### config.mk
export PLATFORM = sky130hd
export DESIGN_NAME = rc4_prga_decrypt_flat
export DESIGN_NICKNAME = d
export VERILOG_FILES = /design/src/rtl/rc4_prga_decrypt_if.sv /design/src/rtl/rc4_prga_decrypt.sv /design/src/flat_wrapper.sv
export SDC_FILE = /design/constraint.sdc
export NUM_CORES = 1
export LEC_CHECK = 0
export CORE_UTILIZATION = 40
export CTS_CLUSTER_DIAMETER = 30
export DETAILED_ROUTE_END_ITERATION = 16
export PLACE_DENSITY = 0.75
export SYNTH_ARGS = -nofsm -noshare
export SYNTH_HDL_FRONTEND = slang
export SYNTH_SLANG_ARGS = --single-unit
### constraint.sdc
create_clock -name clock -period 6.8 [get_ports clock]
set_input_delay 2.04 -clock clock [delete_from_list [all_inputs] [get_ports clock]]
set_output_delay 2.04 -clock clock [all_outputs]
set_load 0.005 [all_outputs]
### src/rtl/rc4_prga_decrypt_if.sv
// Control handshake and memory-port bundle for the RC4 PRGA decrypt stage.
// master = key-search controller plus the S/ROM/decrypt memories,
// slave  = the decrypt engine.
interface rc4_prga_decrypt_if #(parameter int ADDR_W = 5);
  logic              start;
  logic              halt;
  logic              done;
  logic              valid;
  logic [ADDR_W:0]   bytes_done;
  logic [7:0]        s_address;
  logic [7:0]        s_data;
  logic              s_wren;
  logic [7:0]        s_q;
  logic [ADDR_W-1:0] rom_address;
  logic [7:0]        rom_q;
  logic [ADDR_W-1:0] decrypt_address;
  logic [7:0]        decrypt_data;
  logic              decrypt_wren;

  modport master (
    output start, halt, s_q, rom_q,
    input  done, valid, bytes_done, s_address, s_data, s_wren,
           rom_address, decrypt_address, decrypt_data, decrypt_wren
  );

  modport slave (
    input  start, halt, s_q, rom_q,
    output done, valid, bytes_done, s_address, s_data, s_wren,
           rom_address, decrypt_address, decrypt_data, decrypt_wren
  );
endinterface

### src/rtl/rc4_prga_decrypt.sv
// RC4 PRGA decrypt stage: walks a pre-keyed S array over MSG_LEN ciphertext
// bytes, writes plaintext out and aborts on the first byte outside the
// allowed character set. Nine cycles per byte against 1-cycle-latency RAMs.
module rc4_prga_decrypt #(
  parameter int         MSG_LEN    = 32,
  parameter int         ADDR_W     = 5,
  parameter logic [7:0] LO_CHAR    = 8'h61,
  parameter logic [7:0] HI_CHAR    = 8'h7A,
  parameter logic [7:0] SPACE_CHAR = 8'h20
) (
  input logic               clock,
  input logic               reset,
  rc4_prga_decrypt_if.slave bus
);

  typedef enum logic [3:0] {
    IDLE, READ_I, CAP_I, READ_J, CAP_J, WRITE_I, WRITE_J,
    READ_F, CAP_F, WRITE_OUT, DONE
  } state_t;

  localparam logic [ADDR_W-1:0] K_LAST = ADDR_W'(MSG_LEN - 1);

  state_t            state, state_nx;
  logic [7:0]        i, j, si, sj, enc, pt;
  logic [ADDR_W-1:0] k;
  logic              valid_r;
  logic [ADDR_W:0]   bytes_done_r;
  logic              pt_legal, last_byte;

  assign pt_legal  = ((pt >= LO_CHAR) && (pt <= HI_CHAR)) || (pt == SPACE_CHAR);
  assign last_byte = (k == K_LAST);

  // State register.
  always_ff @(posedge clock) begin
    if (reset) state <= IDLE;
    else       state <= state_nx;
  end

  // Next-state: fixed 9-step byte walk; halt overrides everything.
  always_comb begin
    state_nx = state;
    case (state)
      IDLE:      if (bus.start) state_nx = READ_I;
      READ_I:    state_nx = CAP_I;
      CAP_I:     state_nx = READ_J;
      READ_J:    state_nx = CAP_J;
      CAP_J:     state_nx = WRITE_I;
      WRITE_I:   state_nx = WRITE_J;
      WRITE_J:   state_nx = READ_F;
      READ_F:    state_nx = CAP_F;
      CAP_F:     state_nx = WRITE_OUT;
      WRITE_OUT: state_nx = (!pt_legal || last_byte) ? DONE : READ_I;
      DONE:      state_nx = IDLE;
      default:   state_nx = IDLE;
    endcase
    if (bus.halt) state_nx = IDLE;
  end

  // Datapath registers; a halted cycle commits nothing so valid is preserved.
  always_ff @(posedge clock) begin
    if (reset) begin
      i            <= '0;
      j            <= '0;
      k            <= '0;
      si           <= '0;
      sj           <= '0;
      enc          <= '0;
      pt           <= '0;
      valid_r      <= 1'b0;
      bytes_done_r <= '0;
    end else if (!bus.halt) begin
      case (state)
        IDLE: if (bus.start) begin
          i            <= 8'd1;
          j            <= '0;
          k            <= '0;
          bytes_done_r <= '0;
          valid_r      <= 1'b0;
        end
        CAP_I: begin
          si  <= bus.s_q;
          enc <= bus.rom_q;
          j   <= j + bus.s_q;
        end
        CAP_J: sj <= bus.s_q;
        CAP_F: pt <= bus.s_q ^ enc;
        WRITE_OUT: begin
          bytes_done_r <= bytes_done_r + 1'b1;
          if (!pt_legal)      valid_r <= 1'b0;
          else if (last_byte) valid_r <= 1'b1;
          else begin
            i <= i + 8'd1;
            k <= k + 1'b1;
          end
        end
        default: ;
      endcase
    end
  end

  // Outputs decoded from state; write enables and done drop in a halt cycle.
  always_comb begin
    bus.s_address       = '0;
    bus.s_data          = '0;
    bus.s_wren          = 1'b0;
    bus.rom_address     = '0;
    bus.decrypt_address = '0;
    bus.decrypt_data    = '0;
    bus.decrypt_wren    = 1'b0;
    case (state)
      READ_I: begin
        bus.s_address   = i;
        bus.rom_address = k;
      end
      READ_J: bus.s_address = j;
      WRITE_I: begin
        bus.s_address = i;
        bus.s_data    = sj;
        bus.s_wren    = !bus.halt;
      end
      WRITE_J: begin
        bus.s_address = j;
        bus.s_data    = si;
        bus.s_wren    = !bus.halt;
      end
      READ_F: bus.s_address = si + sj;
      WRITE_OUT: begin
        bus.decrypt_address = k;
        bus.decrypt_data    = pt;
        bus.decrypt_wren    = !bus.halt;
      end
      default: ;
    endcase
  end

  assign bus.done       = (state == DONE) && !bus.halt;
  assign bus.valid      = valid_r;
  assign bus.bytes_done = bytes_done_r;

endmodule

### src/flat_wrapper.sv
// flat-port wrapper written by rule: the top's interface ports become plain ports
module rc4_prga_decrypt_flat 
#(
  parameter int         MSG_LEN    = 32,
  parameter int         ADDR_W     = 5,
  parameter logic [7:0] LO_CHAR    = 8'h61,
  parameter logic [7:0] HI_CHAR    = 8'h7A,
  parameter logic [7:0] SPACE_CHAR = 8'h20
)
  (clock, reset, bus_start, bus_halt, bus_s_q, bus_rom_q, bus_done, bus_valid, bus_bytes_done, bus_s_address, bus_s_data, bus_s_wren, bus_rom_address, bus_decrypt_address, bus_decrypt_data, bus_decrypt_wren);
  rc4_prga_decrypt_if #(.ADDR_W(ADDR_W)) bus_i ();
  input logic clock;
  input logic reset;
  input wire logic [$bits(bus_i.start)-1:0] bus_start;
  input wire logic [$bits(bus_i.halt)-1:0] bus_halt;
  input wire logic [$bits(bus_i.s_q)-1:0] bus_s_q;
  input wire logic [$bits(bus_i.rom_q)-1:0] bus_rom_q;
  output wire logic [$bits(bus_i.done)-1:0] bus_done;
  output wire logic [$bits(bus_i.valid)-1:0] bus_valid;
  output wire logic [$bits(bus_i.bytes_done)-1:0] bus_bytes_done;
  output wire logic [$bits(bus_i.s_address)-1:0] bus_s_address;
  output wire logic [$bits(bus_i.s_data)-1:0] bus_s_data;
  output wire logic [$bits(bus_i.s_wren)-1:0] bus_s_wren;
  output wire logic [$bits(bus_i.rom_address)-1:0] bus_rom_address;
  output wire logic [$bits(bus_i.decrypt_address)-1:0] bus_decrypt_address;
  output wire logic [$bits(bus_i.decrypt_data)-1:0] bus_decrypt_data;
  output wire logic [$bits(bus_i.decrypt_wren)-1:0] bus_decrypt_wren;
  assign bus_i.start = bus_start;
  assign bus_i.halt = bus_halt;
  assign bus_i.s_q = bus_s_q;
  assign bus_i.rom_q = bus_rom_q;
  assign bus_done = bus_i.done;
  assign bus_valid = bus_i.valid;
  assign bus_bytes_done = bus_i.bytes_done;
  assign bus_s_address = bus_i.s_address;
  assign bus_s_data = bus_i.s_data;
  assign bus_s_wren = bus_i.s_wren;
  assign bus_rom_address = bus_i.rom_address;
  assign bus_decrypt_address = bus_i.decrypt_address;
  assign bus_decrypt_data = bus_i.decrypt_data;
  assign bus_decrypt_wren = bus_i.decrypt_wren;
  rc4_prga_decrypt #(.MSG_LEN(MSG_LEN), .ADDR_W(ADDR_W), .LO_CHAR(LO_CHAR), .HI_CHAR(HI_CHAR), .SPACE_CHAR(SPACE_CHAR)) u_core (.clock(clock), .reset(reset), .bus(bus_i));
endmodule
After elaboration in Yosys (flattened, before gate mapping)
Index checks and enable logic that the tools add are counted.
- word-level logic and storage cells: 81
- register bits: 64
- output and inout bits: 44
- input port bits: 20
- muxes and demuxes: 26
- reductions and logical operators: 20
- equal/unequal tests: 16
- bitwise logic cells: 2
- order comparisons: 2
- add/subtract/negate cells: 5
- operators with widths (cell ; number):
    $pmux W8 S2 ; 3
    $mux W8 ; 5
    $pmux W4 S10 ; 1
    $mux W5 ; 5
    $pmux W8 S3 ; 1
    $add A8 B8 Y8 ; 2
    $eq A4 B3 Y1 const B ; 4
    $eq A4 B4 Y1 const B ; 3
    $pmux W6 S2 ; 1
    $pmux W5 S2 ; 1
    $add A8 B1 Y8 const B ; 1
    $eq A4 B2 Y1 const B ; 2
    $eq A8 B6 Y1 const B ; 1
    $ge A8 B7 Y1 const B ; 1
    $le A8 B7 Y1 const B ; 1
    $mux W4 ; 2
    $reduce_or A2 Y1 ; 4
    $xor A8 B8 Y8 ; 1
    $add A6 B1 Y6 const B ; 1
    $mux W6 ; 1
    $reduce_and A2 Y1 ; 3
    $reduce_and A3 Y1 ; 2
    $add A5 B1 Y5 const B ; 1
    $eq A5 B5 Y1 const B ; 1
    other kinds (14) ; 23

Logic depth before layout (Yosys ltp)
- word-level depth: 7
- depth in mapped cells: 9
- mapped depth without buffers: 9

Worst setup path after synthesis
No wires, ideal clock.
- path kind: input to output
- start: in bus_halt
- end: out bus_done
- data required time: 4760 ps
- slack: 2110 ps
- data arrival time: 2650 ps
- buffers on the path: 1
- stages on the path: 4
- path through: clkbuf_1 nor2_1 nand2_1 nor3b_1
- longest elaborated chain between the ends: 2
- ends and longest elaborated chain (item ; RTL line ; source):
    start: declaration ; flat_wrapper.sv:15 ; input wire logic [$bits(bus_i.halt)-1:0] bus_halt;
    $logic_not A1 Y1 ; -- ;
    $logic_and A1 B1 Y1 ; rc4_prga_decrypt.sv:136 ; assign bus.done = (state == DONE) && !bus.halt;
    end: declaration ; flat_wrapper.sv:18 ; output wire logic [$bits(bus_i.done)-1:0] bus_done;
Every way passes these cells.

Worst setup path after layout
Same ends and word-level chain as after synthesis.

==> impl_metrics.csv <==
group,metric,value,unit
pwr,ir_worst_vdd,76.1,uV
global_route,grt_use_total,20.2,%
floorplan,num_rows,34,
synth,syn_inst,437,
pwr,swShare,23.2,%
sta,layout_setup_ws,1050,ps
pwr,p_switching,177,uW
route,vias_per_cell,5.45,
sta,rsz0062_at_grt,"false",
global_route,overflow,0,
cts,cts_buffers,9,
critical_path,reg2reg_slack,4020,ps
critical_path,critPathKind,"in -> out",
finish,drive_gt1_share,4.46,%
route,postRouteAntennaNets,0,
cts,cts_setup_buffers,0,
route,avgRoutedWirePerCell,14.8,um
finish,nets,528,
worst_hold_path,holdPathStages,2,
worst_hold_path,hp-start,"u_core.enc[1]",
cts,cts_tree,"done",
finish,final_util,51.2,%
synth,ys_warn_count,0,
floorplan,pin_count,64,
pwr,leakagePower,0.00160,uW
pwr,p_clk_share,43.2,%
pwr,power,764,uW
critical_path,crit_path_start_kind,"input port",
synth,yosysSeqAreaShare,36.0,%
critical_path,r2r_start,"u_core.k[0]",
run_status,status,"completed",
synth,ys.flop_type,"dfxtp_1",
global_route,antenna_found_initial,0,
place,portBuffers,63,
critical_path,arrival,3710,ps
synth,async_flop_share,0,%
global_route,grt_start_max_net_pins,56,
critical_path,worst-r2r-cell-count,8,
critical_path,required,4760,ps
pwr,internal-power,587,uW
route,drc_errors,0,
place,dpl.hpwl,6.53,mm
finish,diodes,0,
floorplan,dieWidth,96.3,um
critical_path,endpoint_kind,"output pin",
floorplan,start_util,41.0,%
sta,setup_viol,0,
synth,syn_nets,477,
critical_path,max_stage_delay,550,ps
pwr,combinationalPowerShare,6.9,%
synth,netlist_area,3560,um^2
critical_path,cp_max_fo,12,
sta,whs,469,ps
place,preCtsSetupSlack,1050,ps
critical_path,critical_path.cell_chain,"clkdlybuf4s50_1 > buf_4 > nor2_1 > nand2_1 > nor3b_1 > clkdlybuf4s50_1",
critical_path,r2r_end,"u_core.i[7]",
route,dr.pass1.iters,5,
floorplan,die_h,96.3,um
floorplan,die_area,9280,um^2
synth,synth_enable_flop_cells,0,
synth,ys_ff_latch,64,
worst_hold_path,hold_class,"reg -> reg",
cts,clkLatencyLatePin,340,ps
pwr,pwr-share-seq,49.9,%
cts,h-tree-depth,3,
cts,clockBufferDepth,2,
critical_path,crit_slowest_cell,"clkdlybuf4s50_1",
synth,ys_types,49,
sta,clock_skew,5.67,ps
finish,area_growth,24.9,%
flow_run,maxCapViolCount,0,
cts,clock_sinks,64,
global_route,grt_first_pass_wirelength,14.2,mm
place,gp_congestion,0.855,
floorplan,core_area,8680,um^2
worst_hold_path,holdPathEnd,"u_core.enc[1]",
finish,multi_input_area,2160,um^2
cts,cts-root-buf,"clkbuf_8",
finish,nFillCells,809,
sta,tightest_slew,1210,ps
cts,cts_resized,0,
sta,finalCritPeriodShare,84.5,%
route,postRouteWirelength,8.89,mm
route,first_iter_violations,145,
finish,seqCellArea,1280,um^2
sta,max_freq,174,MHz
sta,maxSlewHeadroom,19.1,%
cts,hold_buffers,0,
sta,min_period,5750,ps
pwr,powerDensity,172,nW/um^2
sta,maxSlewViolCount,0,
sta,final_hold_viol_count,0,
critical_path,crit_top_cell,"clkdlybuf4s50_1",
sta,tns,0,ps
route,vias,3278,
synth,syn_area_per_cell,8.15,um^2
global_route,grt_pass1_vias,2920,
cts,clkTransAtPathRegs,70,ps
## metrics by stage
stage | instance area [um^2] | instances
floorplan | 3560 | 437
global placement | 4250 | 585
detailed placement | 4250 | 585
CTS | 4450 | 601
global route | 4450 | 601
finish | 4450 | 601
## sequential cells by signal, indices dropped and copies added, names as in the netlist
name	cells
u_core.state	4
u_core.pt	8
u_core.i	8
u_core.enc	8
u_core.j	8
u_core.bus.valid	1
u_core.bus.bytes_done	6
u_core.sj	8
u_core.si	8
u_core.k	5
## cell type report
class	count	area share, %
flip-flops and latches	64	28.8
well taps	108	3.04
clock inverters	3	0.901
clock buffers	13	3.57
repair buffers	64	14.2
inverters	9	0.760
multi-input cells	340	48.7
## per-layer routing
metal	vias up	global-route usage (%)	wire, um
met5	-	0	0
met4	0	6.00	135
met3	10	5.61	464
met2	86	34.1	4200
met1	1528	24.8	4090
li1	1654	-	-
## cells in the final DEF, fill, tap and decap left out, types with 4 or more instances in the layout
master / netlist / routed
nand2b_1: 6 / 6
a22oi_1: 23 / 23
and3_1: 7 / 7
a211oi_1: 14 / 14
nand3_1: 7 / 7
nor3b_1: 4 / 4
ha_1: 18 / 18
clkdlybuf4s50_1: 0 / 62
nor2b_1: 7 / 7
or3_1: 7 / 7
xnor2_1: 15 / 15
nand2_1: 46 / 46
dfxtp_1: 64 / 64
xor2_1: 9 / 9
clkbuf_8: 0 / 11
mux2i_1: 10 / 10
a21oi_1: 32 / 32
nor2_1: 60 / 60
and2_1: 14 / 14
nor3_1: 7 / 6
o21ai_0: 15 / 15
inv_1: 9 / 9
## power groups by stage
stage,clock [uW],sequential (uW),combinational [uW]
2_1_floorplan,0,387,31.1
3_3_place_gp,0,390,51.3
3_5_place_dp,0,390,52.3
4_1_cts,337,381,52.5
5_1_grt,352,382,57.4
6_report,330,381,52.6
## cell usage after synthesis, types with 2 or more instances
library cell,number,area share [%]
dfxtp_1,64,36
nor4_1,3,0.53
mux2i_1,10,2.8
or3_1,7,1.2
nand2_1,46,4.9
a21oi_1,32,4.5
nor3b_1,4,0.84
ha_1,18,6.3
fa_1,2,1.1
nor3_1,7,0.98
and2_1,14,2.5
nand2b_1,6,1.1
a22oi_1,23,4.9
clkbuf_1,22,2.3
xnor2_1,15,3.7
a211oi_1,14,3.0
inv_1,9,0.95
o21a_1,2,0.42
a2111o_1,2,0.63
nor2_1,60,6.3
nand4_1,3,0.53
o21ai_0,15,2.1
nand3_1,7,0.98
xor2_1,9,2.2
a21o_1,3,0.63
and3_1,7,1.2
nor2b_1,7,1.2
o31ai_1,2,0.42
a221o_1,3,0.84
buf_2,2,0.28
## worst max-delay path: cells and delay by family
family                 cells  cell delay, ps
buffers and inverters      3            1130
and+or+nand+nor            3             540
## worst max path at each step
stage | from | to | depth (start not counted)
after floorplan | bus_halt | bus_done | 4
after global placement | bus_halt | bus_done | 6
after detailed placement | bus_halt | bus_done | 6
after CTS | bus_halt | bus_done | 6
after global routing | bus_halt | bus_done | 6
final | bus_halt | bus_done | 6
## cell families (layout without fill, tap and decap cells)
family / after synthesis / count (layout) / share of synthesized area [%]
AOI/OAI and AO/OA: 107 / 107 / 19.9
xor gates and xnor gates: 24 / 24 / 5.91
adders and majority gates: 20 / 20 / 7.45
buffers and inverters: 33 / 89 / 3.55
DFF: 64 / 64 / 36.0
muxes: 10 / 10 / 2.81
and+or+nand+nor: 179 / 179 / 24.4
(Power assumes the default switching activity.)
